[src/rtl/rxd_command_decoder.sv]
// 8N1 serial receiver and host command decoder for the ReadClock domain.
// Produces capture-path control pulses/levels and a simple register-write bus.
module rxd_command_decoder #(
  parameter int unsigned CLKS_PER_BIT = 868,
  parameter int unsigned TIMEOUT_BITS = 64
) (
  input  logic       Clock,
  input  logic       Reset,
  input  logic       SDI,
  output logic [7:0] rxByte,
  output logic       rxByteValid,
  output logic       framingError,
  output logic       armTrigger,
  output logic       softReset,
  output logic       streamEnable,
  output logic [7:0] regAddr,
  output logic [7:0] regData,
  output logic       regWrite,
  output logic       cmdError
);

  localparam int unsigned BIT_W          = $clog2(CLKS_PER_BIT);
  localparam int unsigned TIMEOUT_CYCLES = TIMEOUT_BITS * CLKS_PER_BIT;
  localparam int unsigned TO_W           = $clog2(TIMEOUT_CYCLES + 1);

  localparam logic [BIT_W-1:0] BIT_LAST  = BIT_W'(CLKS_PER_BIT - 1);
  localparam logic [BIT_W-1:0] HALF_LAST = BIT_W'(CLKS_PER_BIT / 2 - 1);
  localparam logic [TO_W-1:0]  TO_LAST   = TO_W'(TIMEOUT_CYCLES - 1);

  localparam logic [1:0] RX_IDLE  = 2'd0;
  localparam logic [1:0] RX_START = 2'd1;
  localparam logic [1:0] RX_DATA  = 2'd2;
  localparam logic [1:0] RX_STOP  = 2'd3;

  localparam logic [1:0] CMD_IDLE = 2'd0;
  localparam logic [1:0] CMD_ADDR = 2'd1;
  localparam logic [1:0] CMD_DATA = 2'd2;

  logic             sdi_meta, sdi_sync, sdi_prev;
  logic [1:0]       primed;
  logic             seen_high;
  logic             start_edge;
  logic [1:0]       bit_state;
  logic [BIT_W-1:0] bit_timer;
  logic [2:0]       bit_idx;
  logic [7:0]       shift_reg;
  logic [1:0]       cmd_state;
  logic [7:0]       addr_latch;
  logic [TO_W-1:0]  to_cnt;

  // primed marks when sdi_sync holds a real sample rather than its reset value,
  // so a line that is already low at reset release is never taken as a start bit.
  always_ff @(posedge Clock or negedge Reset) begin
    if (!Reset) begin
      sdi_meta  <= 1'b1;
      sdi_sync  <= 1'b1;
      sdi_prev  <= 1'b1;
      primed    <= 2'b00;
      seen_high <= 1'b0;
    end else begin
      sdi_meta  <= SDI;
      sdi_sync  <= sdi_meta;
      sdi_prev  <= sdi_sync;
      primed    <= {primed[0], 1'b1};
      seen_high <= seen_high | (primed[1] & sdi_sync);
    end
  end

  assign start_edge = seen_high & sdi_prev & ~sdi_sync;

  always_ff @(posedge Clock or negedge Reset) begin
    if (!Reset) begin
      bit_state    <= RX_IDLE;
      bit_timer    <= '0;
      bit_idx      <= '0;
      shift_reg    <= '0;
      rxByte       <= '0;
      rxByteValid  <= 1'b0;
      framingError <= 1'b0;
    end else begin
      rxByteValid  <= 1'b0;
      framingError <= 1'b0;
      if (bit_timer != BIT_LAST) bit_timer <= bit_timer + 1'b1;
      case (bit_state)
        RX_IDLE: begin
          bit_timer <= '0;
          if (start_edge) bit_state <= RX_START;
        end
        RX_START: begin
          if (bit_timer == HALF_LAST) begin
            bit_timer <= '0;
            bit_idx   <= '0;
            bit_state <= sdi_sync ? RX_IDLE : RX_DATA;
          end
        end
        RX_DATA: begin
          if (bit_timer == BIT_LAST) begin
            bit_timer <= '0;
            shift_reg <= {sdi_sync, shift_reg[7:1]};
            bit_idx   <= bit_idx + 1'b1;
            if (bit_idx == 3'd7) bit_state <= RX_STOP;
          end
        end
        RX_STOP: begin
          if (bit_timer == BIT_LAST) begin
            bit_state <= RX_IDLE;
            if (sdi_sync) begin
              rxByte      <= shift_reg;
              rxByteValid <= 1'b1;
            end else begin
              framingError <= 1'b1;
            end
          end
        end
        default: bit_state <= RX_IDLE;
      endcase
    end
  end

  always_ff @(posedge Clock or negedge Reset) begin
    if (!Reset) begin
      cmd_state    <= CMD_IDLE;
      addr_latch   <= '0;
      to_cnt       <= '0;
      armTrigger   <= 1'b0;
      softReset    <= 1'b0;
      streamEnable <= 1'b0;
      regAddr      <= '0;
      regData      <= '0;
      regWrite     <= 1'b0;
      cmdError     <= 1'b0;
    end else begin
      armTrigger <= 1'b0;
      softReset  <= 1'b0;
      regWrite   <= 1'b0;
      cmdError   <= 1'b0;
      if (cmd_state == CMD_IDLE || rxByteValid) begin
        to_cnt <= '0;
      end else if (to_cnt != TO_LAST) begin
        to_cnt <= to_cnt + 1'b1;
      end
      case (cmd_state)
        CMD_IDLE: begin
          if (rxByteValid) begin
            case (rxByte)
              8'h01:   armTrigger   <= 1'b1;
              8'h02:   softReset    <= 1'b1;
              8'h03:   streamEnable <= 1'b1;
              8'h04:   streamEnable <= 1'b0;
              8'h10:   cmd_state    <= CMD_ADDR;
              default: cmdError     <= 1'b1;
            endcase
          end
        end
        CMD_ADDR, CMD_DATA: begin
          if (rxByteValid) begin
            if (cmd_state == CMD_ADDR) begin
              addr_latch <= rxByte;
              cmd_state  <= CMD_DATA;
            end else begin
              regAddr   <= addr_latch;
              regData   <= rxByte;
              regWrite  <= 1'b1;
              cmd_state <= CMD_IDLE;
            end
          end else if (framingError || to_cnt == TO_LAST) begin
            cmdError  <= 1'b1;
            cmd_state <= CMD_IDLE;
          end
        end
        default: cmd_state <= CMD_IDLE;
      endcase
    end
  end

endmodule

[config.mk]
export PLATFORM = sky130hd
export DESIGN_NAME = rxd_command_decoder
export DESIGN_NICKNAME = d
export VERILOG_FILES = /design/src/rtl/rxd_command_decoder.sv
export SDC_FILE = /design/constraint.sdc
export NUM_CORES = 1
export LEC_CHECK = 0
export ABC_AREA = 1
export BUFFER_PORTS_ARGS = -buffer_cell sky130_fd_sc_hd__buf_2
export CAP_MARGIN = 0
export CORE_MARGIN = 2
export CORE_UTILIZATION = 50
export DETAILED_ROUTE_END_ITERATION = 12
export GPL_TIMING_DRIVEN = 1
export HOLD_SLACK_MARGIN = 0.12
export PLACE_DENSITY = 0.71
export SETUP_SLACK_MARGIN = 0.1
export SYNTH_ARGS = -nofsm -noshare
export SYNTH_HDL_FRONTEND = slang
export SYNTH_SLANG_ARGS = --single-unit
[constraint.sdc]
create_clock -name Clock -period 1.5 [get_ports Clock]
set_input_delay 0.15 -clock Clock [delete_from_list [all_inputs] [get_ports Clock]]
set_output_delay 0.15 -clock Clock [all_outputs]
set_load 0.1 [all_outputs]
* After elaboration in Yosys (flattened, before gate mapping)
Index checks and enable logic that the tools add are counted.
** Storage, ports and cells
- Bits in registers :: 86
- Word-level logic and storage cells :: 115
- Input bits :: 3
- Output and inout port bits :: 31
** Operators by class
- Bitwise logic cells :: 6
- Reductions and logical operators :: 17
- Muxes and demuxes :: 43
- Equal/unequal tests :: 24
- $add $sub $neg :: 3
** Operators by type and width (count)
- two-way mux 16 bit :: 2
- two-way mux 10 bit :: 3
- case mux 10 bit (3 select lines) :: 1
- two-way mux 2 bit :: 11
- two-way mux 1 bit :: 19
- AND reduction 3 bit :: 6
- adder 16 x 1 -> 16 bit (second input constant) :: 1
- equality test 16 bit (second input constant) :: 1
- equality test 8 x 2 -> 1 bit (second input constant) :: 2
- inequality test 16 bit (second input constant) :: 1
- inequality test 2 bit (second input constant) :: 6
- adder 10 x 1 -> 10 bit (second input constant) :: 1
- equality test 10 bit (second input constant) :: 1
- equality test 10 x 9 -> 1 bit (second input constant) :: 1
- inequality test 10 bit (second input constant) :: 1
- equality test 8 x 1 -> 1 bit (second input constant) :: 1
- equality test 8 x 3 -> 1 bit (second input constant) :: 1
- equality test 8 x 5 -> 1 bit (second input constant) :: 1
- case mux 2 bit (4 select lines) :: 1
- equality test 2 bit (second input constant) :: 3
- two-way mux 3 bit :: 2
- case mux 3 bit (2 select lines) :: 1
- nonzero test 2 bit :: 3
- AND reduction 5 bit :: 1
- other kinds (15) :: 22

* Longest topological paths before layout
Gate-level depths: netlist (run 1).
- Word-level depth :: 5
- Mapped depth :: 10

* Worst setup path after synthesis (run 1)
Ideal clock, no wire load.
- Path type :: register to register
- From :: register rxByteValid
- To :: register regData[4]
- Data required time :: 1.377 ns
- Clock period less this slack :: 1.939 ns
- Cell stages (with the launch flop) :: 7
- Data arrival time :: 1.817 ns
- Setup time :: 0.123 ns
- Path slack :: -0.439 ns
- Path through :: dfrtp_1 -> inv_2 -> nor3_4 -> inv_4 -> buf_6 -> nand2_1 -> o21ai_2
** Between the ends
- Word-level cells in the longest chain between the ends :: 1
** Ends and longest elaborated chain
- start, declared :: line 11 : output logic rxByteValid,
- start signal, assigned :: line 78 : rxByteValid <= 1'b0;
- start signal, assigned :: line 81 : rxByteValid <= 1'b0;
- start signal, assigned :: line 109 : rxByteValid <= 1'b1;
- AND reduction 3 bit (no line)
- end signal, assigned :: line 162 : regData <= rxByte;
- end, declared :: line 17 : output logic [7:0] regData,
No other way between the ends.
A chain may end at the register's enable or synchronous reset.

* Worst setup path after layout (run 1)
- From :: register bit_timer[1]
- To :: register bit_idx[0]
** Between the ends
- Word-level cells in the longest chain between the ends :: 3
- Elaborated cells between the ends (all ways) :: 5
** Ends and longest elaborated chain
- start, declared :: line 44 : logic [BIT_W-1:0] bit_timer;
- start signal, assigned :: line 83 : if (bit_timer != BIT_LAST) bit_timer <= bit_timer + 1'b1;
- equality test 10 bit / equality test 10 x 9 -> 1 bit (equally long branches) :: line 97, 90
- inequality test 2 bit (no line)
- AND reduction 3 bit (no line) *
- end signal, assigned :: line 100 : bit_idx <= bit_idx + 1'b1;
- end, declared :: line 45 : logic [2:0] bit_idx;
Mark *: on every way between the ends. The rest lies on a longest branch, timed or not.

==> out/results.tsv, run 1 <==
metric	value	unit
status	complete, but fails checks	
failing checks	setup timing	
syn_nets	479	
grt total ovfl	0	
P_sw	1480	µW
Max stage delay on crit path	0.43	ns
Cells after DPL	619	
Die X	93.8	µm
core area	0.00777	mm²
Min Hold Slack	0.345	ns
yosys warns	0	
Yosys reg bits	86	
hold violation count in the final report	0	
Cell Area, Synth	0.00403	mm²
clk sink count	86	
min Tclk post-route	1.55	ns
share of cells above drive strength 1	0.448	
Regs by FF count	to_cnt: 16 flops, bit_timer: 10 flops	
worst-path cell chain	buf_6 > inv_4 > ha_4 > nand2_2 > nor2_2 > nand2_2 > buf_6 > o211ai_1 > nand2_1	
Initial Util	0.519	
Die Area	0.00880	mm²
CP required	1.76	ns
worst reg2reg setup slack	-0.05	ns
Buffers on Ports	33	
routed wire length	9600	µm
Seq/Total Area, Yosys	0.535	
Worst setup EP type	flip-flop	
Power Density	861	mW/mm²
Via-to-Cell Ratio	5.13	
via count	3475	
clk_skew	0.0114	ns
max_cap viols	0	
htree depth	3	
area grow syn2layout	41.2	%
Final WS setup	-0.0473	ns
Syn Area/Cell	8.63	µm²
Max IR drop VDD	708	µV
antenna cells	0	
HP Class	in2async	
crit-path max FO	4	
Post-Synthesis Cells	467	
RePlAce Congestion	0.890	
clock-pin slew on the worst setup and hold paths	0.10	ns
Switching Share	0.302	
Finished Layout Cells	678	
TritonRoute pass-1 iters	5	
dpl hpwl	5380	µm
Power, Total	4900	µW
leakage power	0.00269	µW
internal power	3420	µW
vias in the first global route	3278	
DR iter-0 viols	135	
most frequent cells in the layout	92 x nand2_1, 71 x dfrtp_1, 49 x buf_4	
I/O pin count	34	
largest register by flop count	to_cnt	
CTS tree	done	
largest net degree at the start of global routing	87	
final setup vio count	11	
Startpoint Class	flip-flop	
Logic pwr share	0.170	
CTS max path bufs	2	
max reg flops	16	
clk root buf	clkbuf_8	
routed length per instance	14.2	µm
first-pass GRT wire length	14800	µm
slowest stage cell, crit path	dfrtp_1	
Arrival @ worst endpoint	1.81	ns
Global Route Usage Sum	0.212	
period utilisation layout	1.03	
Skew-Pair Late Insertion Delay	0.36	ns
critical setup path kind	reg2reg	
die height	93.8	µm
FP Rows	32	
Cell variety after synth	35	
post-route ant nets	0	
RSZ-0062 raised after global routing	true	
CTS Buf Count	9	
Flop pwr share	0.509	
DRC	0	
setup TNS	-0.181	ns
Slew Viols, Final	0	
final core occ	0.733	
commonest non-fill, non-tap cell in the layout	nand2_1	
Final nets	583	
clock network power share	0.321	
Fmax	646	MHz
initial antenna violation count	0	
path summary, 6_finish.rpt:
kind / start / end / cells past startpoint
worst max-delay path: bit_timer[1]$_DFF_PN0_ / bit_idx[0]$_DFFE_PN0P_ / 9
worst min-delay path: Reset / regAddr[6]$_DFFE_PN0P_ / 3
worst max register to register: bit_timer[1]$_DFF_PN0_ / bit_idx[0]$_DFFE_PN0P_ / 9
worst min register to register: primed[0]$_DFF_PN0_ / primed[1]$_DFF_PN0_ / 0
max in group asynchronous: Reset / rxByteValid$_DFF_PN0_ / 3
min in group Clock: primed[0]$_DFF_PN0_ / primed[1]$_DFF_PN0_ / 0
critical path, delay by kind of cell, from the launching register on:
family	cells	cell delay, ns
and+or+nand+nor	4	0.35
adders and majority gates	1	0.12
DFF	1	0.43
buffers and inverters	3	0.36
AOI/OAI and AO/OA	1	0.19
Yosys cell counts, drive strengths merged:
master / number / area, µm²
nand2: 134 / 518
dfrtp: 83 / 2080
inv: 60 / 228
nor2: 57 / 226
o21ai: 45 / 289
nand3: 25 / 138
ha: 9 / 113
xor2: 9 / 78.8
nor3: 8 / 51.3
a21oi: 7 / 35.0
nand4: 6 / 43.8
buf: 4 / 45.0
dfstp: 3 / 78.8
o211ai: 3 / 22.5
or2: 3 / 18.8
a31oi: 2 / 12.5
clkbuf: 2 / 7.51
xnor2: 2 / 17.5
clkinv: 1 / 5.00
conb: 1 / 3.75
nand3b: 1 / 7.51
o21a: 1 / 7.51
o31ai: 1 / 7.51
stage by stage:
step	setup WS [ns]	cell area [µm²]
after CTS	-0.0182	5130
final	-0.0473	5690
after global placement	0.00382	4530
after detailed placement	-0.0764	4530
after global routing	-0.102	5690
after floorplan	-0.0247	4110
power groups by stage:
stage | clock network, µW | registers (µW) | logic (µW)
floorplan | 0 | 2520 | 316
global placement | 0 | 2510 | 526
detailed placement | 0 | 2520 | 555
CTS | 1600 | 2470 | 639
global route | 1700 | 2500 | 916
finish | 1570 | 2500 | 834
cell type report:
| type | instances | area (µm²) |
|---|---|---|
| clock inverters | 7 | 63.8 |
| repair inverters | 2 | 25.0 |
| fillers | 549 | 2070 |
| flip-flops and latches | 86 | 2190 |
| clock buffers | 9 | 124 |
| repair buffers | 95 | 777 |
| well taps | 102 | 128 |
| multi-input cells | 316 | 2110 |
| inverters | 61 | 275 |
cells by family after synthesis:
group           Yosys count  share of synthesized area
fa+ha+maj                 9                     0.0279
other cells               1                   0.000930
buf+inv                  67                     0.0708
flops                    86                      0.535
simple gates            234                      0.249
compound gates           59                     0.0928
xor+xnor                 11                     0.0239
layer usage:
layer	global-route usage	vias up	share of wire
li1	-	1688	-
met1	0.272	1694	0.43
met2	0.357	73	0.52
met3	0.0393	20	0.034
met4	0.0785	0	0.016
met5	0	-	0
what timing repair did:
item | in CTS | in global routing
gates resized for setup | 57 | 111
hold buffers | 2 | 0
buffers inserted | 15 | 23
endpoints found under the setup margin | 62 | 68
endpoints found under the hold margin | 84 | 0
pin swaps | 10 | 42
gates cloned | 4 | 1
Power figures use the tool's default switching activity.
==> inputs of run 2 (changes only) <==
--- a/config.mk
+++ b/config.mk
@@ -7,7 +7,7 @@
 export LEC_CHECK = 0
 export ABC_AREA = 1
 export BUFFER_PORTS_ARGS = -buffer_cell sky130_fd_sc_hd__buf_2
-export CAP_MARGIN = 0
+export CAP_MARGIN = 20
 export CORE_MARGIN = 2
 export CORE_UTILIZATION = 50
 export DETAILED_ROUTE_END_ITERATION = 12
@@ -15,6 +15,7 @@
 export HOLD_SLACK_MARGIN = 0.12
 export PLACE_DENSITY = 0.71
 export SETUP_SLACK_MARGIN = 0.1
+export SKIP_CTS_REPAIR_TIMING = 1
 export SYNTH_ARGS = -nofsm -noshare
 export SYNTH_HDL_FRONTEND = slang
 export SYNTH_SLANG_ARGS = --single-unit
==> out/results.tsv, run 2 (synthesis gave the netlist of run 1 again) <==
metric	value	unit	change
max reg flops	16		unchanged
clk root buf	clkbuf_8		
Power Density	881	mW/mm²	+2.3%
DR iter-0 viols	121		-10%
DP Area	0.00453	mm²	unchanged
FP Rows	32		unchanged
top routing layer used	met4		
Startpoint Class	flip-flop		
routed length per instance	13.5	µm	-4.3%
Skew-Pair Late Insertion Delay	0.36	ns	about the same
Cells after DPL	619		unchanged
routed wire length	9010	µm	-6.2%
CTS Buf Count	9		unchanged
vias in the first global route	3063		-6.6%
TritonRoute pass-1 iters	4		-1
htree depth	3		unchanged
Die Area	0.00880	mm²	unchanged
RePlAce Congestion	0.890		unchanged
CP required	1.76	ns	about the same
RR Startpoint	bit_timer[0]$_DFF_PN0_		
first-pass GRT wire length	13400	µm	-9.9%
Switching Share	0.298		-0.00442
hold violation count in the final report	0		unchanged
design area	0.00544	mm²	-4.4%
Flop pwr share	0.521		+0.012
Worst setup EP type	flip-flop		
commonest non-fill, non-tap cell in the layout	nand2_1		
Die X	93.8	µm	unchanged
register area	0.00219	mm²	about the same
final setup vio count	23		+12
Slew Viols, Final	0		unchanged
reg2reg path depth	9		unchanged
DRC	0		unchanged
Buffers on Ports	33		unchanged
worst reg2reg setup slack	-0.13	ns	-0.08 ns
area grow syn2layout	35.0	%	
clock-pin slew on the worst setup and hold paths	0.10	ns	about the same
DR WL met2	4610	µm	-7.9%
worst setup path startpoint	bit_timer[0]$_DFF_PN0_		
period utilisation layout	1.08		+0.0523
Final WS setup	-0.126	ns	-0.0784 ns
clk sink count	86		unchanged
die height	93.8	µm	unchanged
R2R Path End	rxByte[7]$_DFFE_PN0P_		
failing checks	setup timing		
Min Hold Slack	0.358	ns	+0.0131 ns
crit-path max FO	8		+4
CTS max path bufs	2		unchanged
DP Worst Slack	-0.0764	ns	unchanged
Initial Util	0.519		unchanged
fillers	583		+6.2%
Regs by FF count	to_cnt: 16 flops, bit_timer: 10 flops		
most frequent cells in the layout	95 x nand2_1, 70 x dfrtp_1, 42 x inv_1		
clock network power share	0.325		+0.004
CTS tree	done		
Final nets	570		-2.2%
Global Route Usage Sum	0.191		-0.0208
P_sw	1430	µW	-3.6%
Logic pwr share	0.153		-0.017
largest net degree at the start of global routing	87		unchanged
grt total ovfl	0		unchanged
Via-to-Cell Ratio	5.00		-2.4%
HP Class	in2async		
post-route ant nets	0		unchanged
I/O pin count	34		unchanged
RSZ-0062 raised after global routing	true		
min Tclk post-route	1.63	ns	+0.0784 ns
clk_skew	0.0134	ns	+0.00199 ns
internal power	3370	µW	-1.6%
critical setup path kind	reg2reg		
Max IR drop VDD	602	µV	-15%
Arrival @ worst endpoint	1.89	ns	+0.08 ns
Fmax	615	MHz	-4.8%
initial antenna violation count	0		unchanged
largest register by flop count	to_cnt		
Finished Layout Cells	665		-1.9%
dpl hpwl	5380	µm	unchanged
leakage power	0.00258	µW	-4.1%
antenna cells	0		unchanged
via count	3326		-4.3%
area of the multi-input gates	0.00202	mm²	-4.3%
max_cap viols	0		unchanged
Power, Total	4800	µW	-2.2%
status	complete, but fails checks		
routed wl met3	254	µm	-23%
met1 WL	3950	µm	-4.1%
core area	0.00777	mm²	unchanged
share of cells above drive strength 1	0.421		-0.0270
[run 2: cell count changes in the layout (fill, tap and decap cells not counted), sizes merged]
cell,previous run,this run
buf,93,71
bufinv,1,0
clkbuf,9,19
clkinv,2,1
clkinvlp,3,2
inv,64,67
nand2,136,135
[run 2: area by class of cell]
class                   count  area share
repair buffers             83       0.118
well taps                 102      0.0234
multi-input cells         315       0.370
flip-flops and latches     86       0.403
clock buffers               9      0.0228
inverters                  61      0.0469
repair inverters            2     0.00368
clock inverters             7      0.0117
[run 2: how the worst max path moves through the flow]
| stage | end | slack [ns] | depth (start not counted) |
|---|---|---|---|
| after global placement | rxByte[0]$_DFFE_PN0P_ | 0.004 | 8 |
| after detailed placement | bit_timer[4]$_DFF_PN0_ | -0.08 | 8 |
| after floorplan | regData[3]$_DFFE_PN0P_ | -0.02 | 8 |
| after global routing | rxByte[7]$_DFFE_PN0P_ | -0.20 | 9 |
| final | rxByte[7]$_DFFE_PN0P_ | -0.13 | 9 |
| after CTS | rxByte[0]$_DFFE_PN0P_ | -0.08 | 8 |
[run 2: worst max-delay path, cell delays in order, from the launching register on]
cell and delay, ns:
dfrtp_1 0.43, ha_4 0.18, nand2_4 0.05, nor2_4 0.13, inv_2 0.05, nor2_4 0.20
nand3_4 0.18, buf_6 0.19, nand2_2 0.06, o21ai_2 0.04
[run 2: metrics by stage]
step,util,TNS (ns)
floorplan,-,-0.160
global placement,0.583,0
detailed placement,0.583,-0.635
CTS,0.608,-0.746
global route,0.701,-3.68
finish,0.701,-1.35
[run 2: metal layers]
metal / GRT usage / vias up
li1: - / 1658
met1: 0.244 / 1590
met2: 0.319 / 60
met3: 0.0337 / 18
met4: 0.0833 / 0
met5: 0 / -
[run 2: power groups by stage]
| stage | sequential [µW] | combinational (µW) | clock, µW |
|---|---|---|---|
| 3_5_place_dp | 2520 | 555 | 0 |
| 2_1_floorplan | 2520 | 316 | 0 |
| 4_1_cts | 2470 | 559 | 1600 |
| 3_3_place_gp | 2510 | 526 | 0 |
| 6_report | 2500 | 735 | 1560 |
| 5_1_grt | 2510 | 815 | 1700 |
==> inputs of run 3 (changes only) <==
==> constraint.sdc (replaced) <==
create_clock -name Clock -period 1.5 [get_ports Clock]
set_input_delay 0.075 -clock Clock [delete_from_list [all_inputs] [get_ports Clock]]
set_output_delay 0.075 -clock Clock [all_outputs]
set_load 0.1 [all_outputs]
==> out/results.tsv, run 3 (synthesis gave the netlist of run 1 again) <==
metric	value	unit	change
failing checks	setup timing		
DRC	0		unchanged
GR Layer Usage met2	0.333		+0.0143
max reg flops	16		unchanged
post-route ant nets	0		unchanged
grt total ovfl	0		unchanged
area grow syn2layout	36.5	%	
TritonRoute pass-1 iters	4		unchanged
met1 usage in global routing	0.261		+0.0176
hold violation count in the final report	0		unchanged
DR iter-0 viols	204		+69%
largest net degree at the start of global routing	28		-68%
dpl hpwl	5670	µm	+5.5%
I/O pin count	34		unchanged
share of cells above drive strength 1	0.419		-0.00195
final setup vio count	8		-65%
vias in the first global route	3231		+5.5%
antenna cells	0		unchanged
M3 GR Usage	0.0482		+0.0144
slowest stage cell, crit path	dfrtp_1		
final core occ	0.708		+0.00741
FP Rows	32		unchanged
CTS Buf Count	9		unchanged
Worst setup EP type	flip-flop		
RePlAce Congestion	0.958		+7.6%
Die X	93.8	µm	unchanged
P_sw	1390	µW	-2.9%
internal power	3370	µW	+0.11%
crit-path max FO	6		-2
Flop pwr share	0.521		about the same
Fmax	649	MHz	+5.6%
Buffers on Ports	33		unchanged
leakage power	0.00263	µW	+1.9%
period utilisation layout	1.03		-0.0571
Final WS setup	-0.0399	ns	+0.0857 ns
clk_skew	0.0170	ns	+0.00360 ns
die height	93.8	µm	unchanged
Switching Share	0.291		-0.00640
Max stage delay on crit path	0.39	ns	-0.04 ns
CP required	1.76	ns	about the same
Slew Viols, Final	0		unchanged
Power Density	865	mW/mm²	-1.8%
Min Hold Slack	0.155	ns	-0.203 ns
RSZ-0062 raised after global routing	true		
clock-pin slew on the worst setup and hold paths	0.10	ns	about the same
min Tclk post-route	1.54	ns	-0.0857 ns
Initial Util	0.519		unchanged
initial antenna violation count	0		unchanged
via count	3416		+2.7%
fillers	572		-1.9%
Regs by FF count	to_cnt: 16 flops, bit_timer: 10 flops		
register area	0.00219	mm²	-0.11%
Arrival @ worst endpoint	1.80	ns	-0.09 ns
most frequent cells in the layout	96 x nand2_1, 72 x dfrtp_1, 42 x nor2_1		
routed length per instance	14.2	µm	+4.8%
first-pass GRT wire length	14100	µm	+5.7%
clock network power share	0.334		+0.009
clk sink count	86		unchanged
HP Class	in2async		
status	complete, but fails checks		
max_cap viols	0		unchanged
Logic pwr share	0.144		-0.009
CTS max path bufs	2		unchanged
Max IR drop VDD	622	µV	+3.4%
CTS tree	done		
Via-to-Cell Ratio	5.10		+1.9%
Global Route Usage Sum	0.200		+0.00948
worst-path cell chain	ha_2 > nand2_2 > nor2_4 > inv_2 > nor2_4 > nand3_4 > buf_12 > nand2_2 > o21ai_2		
critical setup path kind	reg2reg		
Final nets	575		+0.88%
commonest non-fill, non-tap cell in the layout	nand2_1		
htree depth	3		unchanged
area of the multi-input gates	0.00198	mm²	-1.6%
Startpoint Class	flip-flop		
gr busiest metal	met2		
clk root buf	clkbuf_8		
largest register by flop count	to_cnt		
Skew-Pair Late Insertion Delay	0.37	ns	about the same
core area	0.00777	mm²	unchanged
Die Area	0.00880	mm²	unchanged
routed wire length	9510	µm	+5.5%
run 3: critical path, delay by kind of cell (launching register included):
kind	cells	cell delay, ns
AND/OR/NAND/NOR	5	0.57
AO/OA/AOI/OAI	1	0.04
adder cells (fa/ha/maj)	1	0.21
flip-flops	1	0.39
buffers and inverters	2	0.24
run 3: worst paths after layout:
path	startpoint	end	slack [ns]	cells after the start
hold reg to reg	primed[0]$_DFF_PN0_	primed[1]$_DFF_PN0_	0.36	0
setup / recovery	bit_timer[1]$_DFF_PN0_	rxByte[7]$_DFFE_PN0P_	-0.04	9
max in group asynchronous	Reset	sdi_sync$_DFF_PN1_	0.77	3
setup reg to reg	bit_timer[1]$_DFF_PN0_	rxByte[7]$_DFFE_PN0P_	-0.04	9
hold / removal	Reset	regAddr[6]$_DFFE_PN0P_	0.16	2
min in group Clock	SDI	sdi_meta$_DFF_PN1_	0.35	2
run 3: routing by layer:
layer | routed length, µm | share of wire
met5 | 0 | 0
met4 | 83 | 0.0087
met3 | 324 | 0.034
met2 | 4990 | 0.53
met1 | 4110 | 0.43
run 3: power groups by stage:
stage	clock network [µW]	logic, µW	registers [µW]
after detailed placement	0	574	2520
after floorplan	0	316	2520
after global placement	0	551	2510
final	1590	688	2480
after CTS	1610	579	2470
after global routing	1700	786	2490
run 3: cell type report:
type / instances / share of cell area
timing repair buffer: 88 / 0.127
clock buffer: 10 / 0.0250
clock inverter: 6 / 0.00955
multi-input combinational: 314 / 0.361
sequential: 86 / 0.398
inverter: 61 / 0.0469
timing repair inverter: 3 / 0.00887
tap: 102 / 0.0232
run 3: per-stage QoR:
stage          std cells  TNS, ns  area (µm²)  worst slack [ns]  power, µW
2_1_floorplan        467   -0.160        4110           -0.0247       2830
3_3_place_gp         624        0        4580            0.0194       3060
3_5_place_dp         624  -0.0533        4580           -0.0466       3090
4_1_cts              640   -0.143        4770           -0.0629       4660
5_1_grt              670    -2.11        5500            -0.137       4980
6_report             670   -0.213        5500           -0.0399       4760
